--- config.mk ---
export PLATFORM = sky130hd
export DESIGN_NAME = data_sram_arb_flat
export DESIGN_NICKNAME = d
export VERILOG_FILES = /design/src/rtl/data_sram_arb_if.sv /design/src/rtl/data_sram_arb.sv /design/src/flat_wrapper.sv
export SDC_FILE = /design/constraint.sdc
export NUM_CORES = 1
export LEC_CHECK = 0
export CORE_AREA = 2 2 121 123
export DETAILED_ROUTE_END_ITERATION = 7
export DIE_AREA = 0 0 123 125
export PLACE_DENSITY = 0.48
export SYNTH_ARGS = -nofsm -noshare
export SYNTH_HDL_FRONTEND = slang
export SYNTH_SLANG_ARGS = --single-unit
--- constraint.sdc ---
create_clock -name clk -period 2.9 [get_ports clk]
set_input_delay 0.29 -clock clk [delete_from_list [all_inputs] [get_ports clk]]
set_output_delay 0.29 -clock clk [all_outputs]
set_load 0.01 [all_outputs]
--- src/rtl/data_sram_arb_if.sv ---
// Bundle of the two requester ports (inst, data) and the single memory port
// arbitrated by data_sram_arb.
interface data_sram_arb_if;
  logic        inst_req;
  logic        inst_wr;
  logic [1:0]  inst_size;
  logic [31:0] inst_addr;
  logic [31:0] inst_wdata;
  logic        inst_addr_ok;
  logic        inst_data_ok;
  logic [31:0] inst_rdata;

  logic        data_req;
  logic        data_wr;
  logic [1:0]  data_size;
  logic [31:0] data_addr;
  logic [31:0] data_wdata;
  logic        data_addr_ok;
  logic        data_data_ok;
  logic [31:0] data_rdata;

  logic        mem_req;
  logic        mem_wr;
  logic [1:0]  mem_size;
  logic [31:0] mem_addr;
  logic [31:0] mem_wdata;
  logic        mem_addr_ok;
  logic        mem_data_ok;
  logic [31:0] mem_rdata;

  // Arbiter side.
  modport slave (
    input  inst_req, inst_wr, inst_size, inst_addr, inst_wdata,
    input  data_req, data_wr, data_size, data_addr, data_wdata,
    input  mem_addr_ok, mem_data_ok, mem_rdata,
    output inst_addr_ok, inst_data_ok, inst_rdata,
    output data_addr_ok, data_data_ok, data_rdata,
    output mem_req, mem_wr, mem_size, mem_addr, mem_wdata
  );

  // Environment side: requesters plus memory model.
  modport master (
    output inst_req, inst_wr, inst_size, inst_addr, inst_wdata,
    output data_req, data_wr, data_size, data_addr, data_wdata,
    output mem_addr_ok, mem_data_ok, mem_rdata,
    input  inst_addr_ok, inst_data_ok, inst_rdata,
    input  data_addr_ok, data_data_ok, data_rdata,
    input  mem_req, mem_wr, mem_size, mem_addr, mem_wdata
  );
endinterface

--- src/rtl/data_sram_arb.sv ---
// Two-requester (inst/data) arbiter onto one SRAM-like memory port, one
// transaction outstanding. Define ARB_RR_EN for round-robin; default is data-first.
module data_sram_arb (
  input  logic               clk,
  input  logic               reset,
  data_sram_arb_if.slave     bus,
  output logic [1:0]         state_dbg,
  output logic               grant_dbg
);

  localparam logic [1:0] IDLE = 2'd0;
  localparam logic [1:0] ADDR = 2'd1;
  localparam logic [1:0] DATA = 2'd2;

  localparam logic GRANT_INST = 1'b0;
  localparam logic GRANT_DATA = 1'b1;

  // Handshake: a requester holds *_req (and its wr/size/addr/wdata) until it
  // sees *_addr_ok; mem_req likewise holds until mem_addr_ok. *_data_ok and
  // mem_data_ok are single-cycle completion pulses with no back-pressure.

  logic [1:0] state;
  logic       grant;
  logic       winner;
  logic       any_req;
  logic       in_addr;
  logic       in_data;
  logic       addr_ok_pulse;
  logic       data_ok_pulse;

  assign any_req = bus.inst_req | bus.data_req;

`ifdef ARB_RR_EN
  logic last_grant;

  always_comb begin
    winner = bus.data_req ? GRANT_DATA : GRANT_INST;
    if (bus.inst_req && bus.data_req) winner = ~last_grant;
  end

  always_ff @(posedge clk) begin
    if (reset) begin
      last_grant <= GRANT_INST;
    end else if (state == IDLE && any_req) begin
      last_grant <= winner;
    end
  end
`else
  assign winner = bus.data_req ? GRANT_DATA : GRANT_INST;
`endif

  always_ff @(posedge clk) begin
    if (reset) begin
      state <= IDLE;
      grant <= GRANT_DATA;
    end else begin
      case (state)
        IDLE: begin
          if (any_req) begin
            grant <= winner;
            state <= ADDR;
          end
        end
        ADDR: begin
          // A coincident mem_data_ok here is ignored: only acceptance counts.
          if (bus.mem_addr_ok) state <= DATA;
        end
        DATA: begin
          if (bus.mem_data_ok) state <= IDLE;
        end
        default: state <= IDLE;
      endcase
    end
  end

  // Outputs are forced low while reset is asserted, independent of the state.
  assign in_addr       = (state == ADDR) && !reset;
  assign in_data       = (state == DATA) && !reset;
  assign addr_ok_pulse = in_addr & bus.mem_addr_ok;
  assign data_ok_pulse = in_data & bus.mem_data_ok;

  assign bus.mem_req   = in_addr;
  assign bus.mem_wr    = (grant == GRANT_DATA) ? bus.data_wr    : bus.inst_wr;
  assign bus.mem_size  = (grant == GRANT_DATA) ? bus.data_size  : bus.inst_size;
  assign bus.mem_addr  = (grant == GRANT_DATA) ? bus.data_addr  : bus.inst_addr;
  assign bus.mem_wdata = (grant == GRANT_DATA) ? bus.data_wdata : bus.inst_wdata;

  assign bus.data_addr_ok = addr_ok_pulse & (grant == GRANT_DATA);
  assign bus.inst_addr_ok = addr_ok_pulse & (grant == GRANT_INST);
  assign bus.data_data_ok = data_ok_pulse & (grant == GRANT_DATA);
  assign bus.inst_data_ok = data_ok_pulse & (grant == GRANT_INST);

  assign bus.inst_rdata = bus.mem_rdata;
  assign bus.data_rdata = bus.mem_rdata;

  assign state_dbg = state;
  assign grant_dbg = grant;

endmodule

--- src/flat_wrapper.sv ---
// flat-port wrapper written by rule: the top's interface ports become plain ports
module data_sram_arb_flat 
  (clk, reset, state_dbg, grant_dbg, bus_inst_req, bus_inst_wr, bus_inst_size, bus_inst_addr, bus_inst_wdata, bus_data_req, bus_data_wr, bus_data_size, bus_data_addr, bus_data_wdata, bus_mem_addr_ok, bus_mem_data_ok, bus_mem_rdata, bus_inst_addr_ok, bus_inst_data_ok, bus_inst_rdata, bus_data_addr_ok, bus_data_data_ok, bus_data_rdata, bus_mem_req, bus_mem_wr, bus_mem_size, bus_mem_addr, bus_mem_wdata);
  data_sram_arb_if bus_i ();
  input  logic clk;
  input  logic reset;
  output logic [1:0] state_dbg;
  output logic grant_dbg;
  input wire logic [$bits(bus_i.inst_req)-1:0] bus_inst_req;
  input wire logic [$bits(bus_i.inst_wr)-1:0] bus_inst_wr;
  input wire logic [$bits(bus_i.inst_size)-1:0] bus_inst_size;
  input wire logic [$bits(bus_i.inst_addr)-1:0] bus_inst_addr;
  input wire logic [$bits(bus_i.inst_wdata)-1:0] bus_inst_wdata;
  input wire logic [$bits(bus_i.data_req)-1:0] bus_data_req;
  input wire logic [$bits(bus_i.data_wr)-1:0] bus_data_wr;
  input wire logic [$bits(bus_i.data_size)-1:0] bus_data_size;
  input wire logic [$bits(bus_i.data_addr)-1:0] bus_data_addr;
  input wire logic [$bits(bus_i.data_wdata)-1:0] bus_data_wdata;
  input wire logic [$bits(bus_i.mem_addr_ok)-1:0] bus_mem_addr_ok;
  input wire logic [$bits(bus_i.mem_data_ok)-1:0] bus_mem_data_ok;
  input wire logic [$bits(bus_i.mem_rdata)-1:0] bus_mem_rdata;
  output wire logic [$bits(bus_i.inst_addr_ok)-1:0] bus_inst_addr_ok;
  output wire logic [$bits(bus_i.inst_data_ok)-1:0] bus_inst_data_ok;
  output wire logic [$bits(bus_i.inst_rdata)-1:0] bus_inst_rdata;
  output wire logic [$bits(bus_i.data_addr_ok)-1:0] bus_data_addr_ok;
  output wire logic [$bits(bus_i.data_data_ok)-1:0] bus_data_data_ok;
  output wire logic [$bits(bus_i.data_rdata)-1:0] bus_data_rdata;
  output wire logic [$bits(bus_i.mem_req)-1:0] bus_mem_req;
  output wire logic [$bits(bus_i.mem_wr)-1:0] bus_mem_wr;
  output wire logic [$bits(bus_i.mem_size)-1:0] bus_mem_size;
  output wire logic [$bits(bus_i.mem_addr)-1:0] bus_mem_addr;
  output wire logic [$bits(bus_i.mem_wdata)-1:0] bus_mem_wdata;
  assign bus_i.inst_req = bus_inst_req;
  assign bus_i.inst_wr = bus_inst_wr;
  assign bus_i.inst_size = bus_inst_size;
  assign bus_i.inst_addr = bus_inst_addr;
  assign bus_i.inst_wdata = bus_inst_wdata;
  assign bus_i.data_req = bus_data_req;
  assign bus_i.data_wr = bus_data_wr;
  assign bus_i.data_size = bus_data_size;
  assign bus_i.data_addr = bus_data_addr;
  assign bus_i.data_wdata = bus_data_wdata;
  assign bus_i.mem_addr_ok = bus_mem_addr_ok;
  assign bus_i.mem_data_ok = bus_mem_data_ok;
  assign bus_i.mem_rdata = bus_mem_rdata;
  assign bus_inst_addr_ok = bus_i.inst_addr_ok;
  assign bus_inst_data_ok = bus_i.inst_data_ok;
  assign bus_inst_rdata = bus_i.inst_rdata;
  assign bus_data_addr_ok = bus_i.data_addr_ok;
  assign bus_data_data_ok = bus_i.data_data_ok;
  assign bus_data_rdata = bus_i.data_rdata;
  assign bus_mem_req = bus_i.mem_req;
  assign bus_mem_wr = bus_i.mem_wr;
  assign bus_mem_size = bus_i.mem_size;
  assign bus_mem_addr = bus_i.mem_addr;
  assign bus_mem_wdata = bus_i.mem_wdata;
  data_sram_arb u_core (.clk(clk), .reset(reset), .bus(bus_i), .state_dbg(state_dbg), .grant_dbg(grant_dbg));
endmodule
==> out/metrics.yaml <==
ys_seq_area_share_pct: 4.163
grt_max_degree: 74
fin_crit_sh_pct: 85.17
routabilityCongestion: 0.8881
cts_resized: 0
ir_drop_v: 0.0002002
antenna_found_initial: 0
die_w_um: 123
worst_setup_path_start_kind: "flop"
via_count: 1684
reg2reg_to: "u_core.grant_dbg"
synthTopCellsByArea: "mux2_2 52%, buf_4 33%, dfxtp_1 4.2%"
crit_fanout: 73
crit_start: "u_core.grant_dbg"
placed_area_um2: 3298
mappedNetlistArea_um2: 1443
power_per_cell_area_nw_per_um2: 247.6
die_area_um2: 15380
synthCells: 157
yosysWarnings: 0
status: "complete, no violations"
p_leak_uw: 0.001217
rows: 44
dpl.hpwl_mm: 5.700
antennaDiodeCount: 0
core_area_um2: 14200
cts_setup_buffers: 0
final_hold_viol_count: 0
r2r_cells: 1
hold_class: "input port to output pin"
maxSlewViolCount: 0
max_freq_ghz: 0.4049
post_drt_wl_per_cell_um: 14.04
routed_wl_mm: 6.838
post_drt_via_cell_ratio: 3.458
cpMaxStageDelayCell: "dfxtp_4"
yosysTopAreaCell: "mux2_2"
overflow: 0
relSlewSlack_pct: 36.27
gr-usage-all-layers_pct: 7.602
clkTransAtPathRegs_ns: 0.03
root_buffer: "clkbuf_16"
dieHeight_um: 125
avgSynthCellArea_um2: 9.189
max_slew.worst_pin.slew_ns: 0.9559
insertion_delay_ns: 0.22
portBuffers: 214
ys_ff_latch: 3
syn_nets: 329
finClkSkew_ns: 0.0005992
synth_top_cell_area_share_pct: 52.30
ctsHoldBuffers: 0
syn2layout_area_growth_pct: 134.1
crit_type: "flop to output pin"
drv_cap: 0
drc: 0
final-setup-viol-count: 0
drive_gt1_share_pct: 24.09
drtAntennaViolNets: 0
clkSinkCount: 3
period_needed_ns: 2.470
worstSetupEndpoint: "bus_mem_wdata[13]"
initial_core_util_pct: 10.16
rsz0062_at_grt: "false"
detail_route.iter0.violations: 35
cts_tree: "yes"
clockBufferDepth: 2
grt_pass1_vias: 1689
cp_cell_sequence: "mux2_2, clkdlybuf4s50_1"
critical_path_arrival_ns: 2.18
fin_nets: 476
r2r_slack_ns: 1.68
end_kind: "output pin"
grt_pass1_wl_mm: 9.135
finalSetupTns_ns: 0
max_stage_delay_ns: 0.90
dr.pass1.iters: 4
boundaryPins: 311
h-tree-depth: 1
rr_startpoint: "u_core.grant_dbg"
design_area_um2: 3377
numCtsBuffers: 3
synth_cell_types: 17
critPathRequiredTime_ns: 2.61
[through the flow]
step	hold WS, ns	utilization (%)	setup slack [ns]	total power (uW)	cells
2_1_floorplan	0.3591	-	1.441	333.2	157
3_3_place_gp	0.5692	23.22	0.6294	622.8	483
3_5_place_dp	0.5801	23.22	0.6187	621.7	483
4_1_cts	0.5801	23.78	0.3694	849.2	487
5_1_grt	0.5800	23.78	0.3264	881.4	487
6_report	0.5800	23.78	0.4302	836.2	487
[state kept, by name (all words and copies together), names as in the netlist]
register and count:
u_core.grant_dbg 1, u_core.state_dbg 2
[worst max-delay path: cells and delay by family, from the launching register on]
family / cells / cell delay (ns)
mux: 1 / 0.42
flops: 1 / 0.90
buf+inv: 1 / 0.55
[worst min-delay path by stage]
stage | slack [ns] | to | from | cells after the start
finish | 0.58 | bus_data_rdata[11] | bus_mem_rdata[11] | 0
detailed placement | 0.58 | bus_data_rdata[2] | bus_mem_rdata[2] | 0
global route | 0.58 | bus_data_rdata[22] | bus_mem_rdata[22] | 0
CTS | 0.58 | bus_data_rdata[2] | bus_mem_rdata[2] | 0
global placement | 0.57 | u_core.state_dbg[1] | u_core.state_dbg[0] | 2
floorplan | 0.36 | u_core.state_dbg[1] | reset | 1
[area by class of cell]
| class | instances | area [um2] |
|---|---|---|
| well taps | 184 | 230.2 |
| multi-input cells | 82 | 862.1 |
| repair buffers | 214 | 2142 |
| fillers | 1533 | 10830 |
| clock buffers | 4 | 78.83 |
| flip-flops and latches | 3 | 63.81 |
[cell families (layout without fill, tap and decap cells)]
family / after synthesis / count (layout) / synth area share [%]
buffers and inverters: 72 / 218 / 36.08
AO/OA/AOI/OAI: 3 / 3 / 1.734
AND/OR/NAND/NOR: 12 / 12 / 5.726
flip-flops: 3 / 3 / 4.163
multiplexers: 67 / 67 / 52.30
[metal layers]
layer	global-route usage (%)	wire [um]
met1	8.963	2520
met2	13.26	3223
met3	2.555	1036
met4	1.604	57
met5	0	0
[cells in the final DEF (no fill, tap or decap), types with 2 or more instances in the layout]
| master | Yosys | final |
|---|---|---|
| clkdlybuf4s50_1 | 0 | 214 |
| mux2_2 | 67 | 67 |
| clkbuf_16 | 0 | 3 |
| nor2_1 | 2 | 2 |
| or3b_1 | 2 | 2 |
| dfxtp_1 | 3 | 2 |
[where the power goes]
group,switching [uW],internal [uW]
Clock,37.3,181
Sequential,33.8,45.0
Combinational,140,398
[cell usage after synthesis]
cell type / count
nand3b_1: 1
and2_1: 1
o311a_1: 1
nor2_1: 2
dfxtp_1: 3
or3b_1: 2
nor4_1: 1
nor3b_1: 1
a21oi_1: 1
nand2_1: 1
nor4b_1: 1
and3_2: 1
buf_4: 64
buf_2: 8
a221o_1: 1
mux2_2: 67
and3b_2: 1
Note: power is estimated with default switching activity, not from simulation.
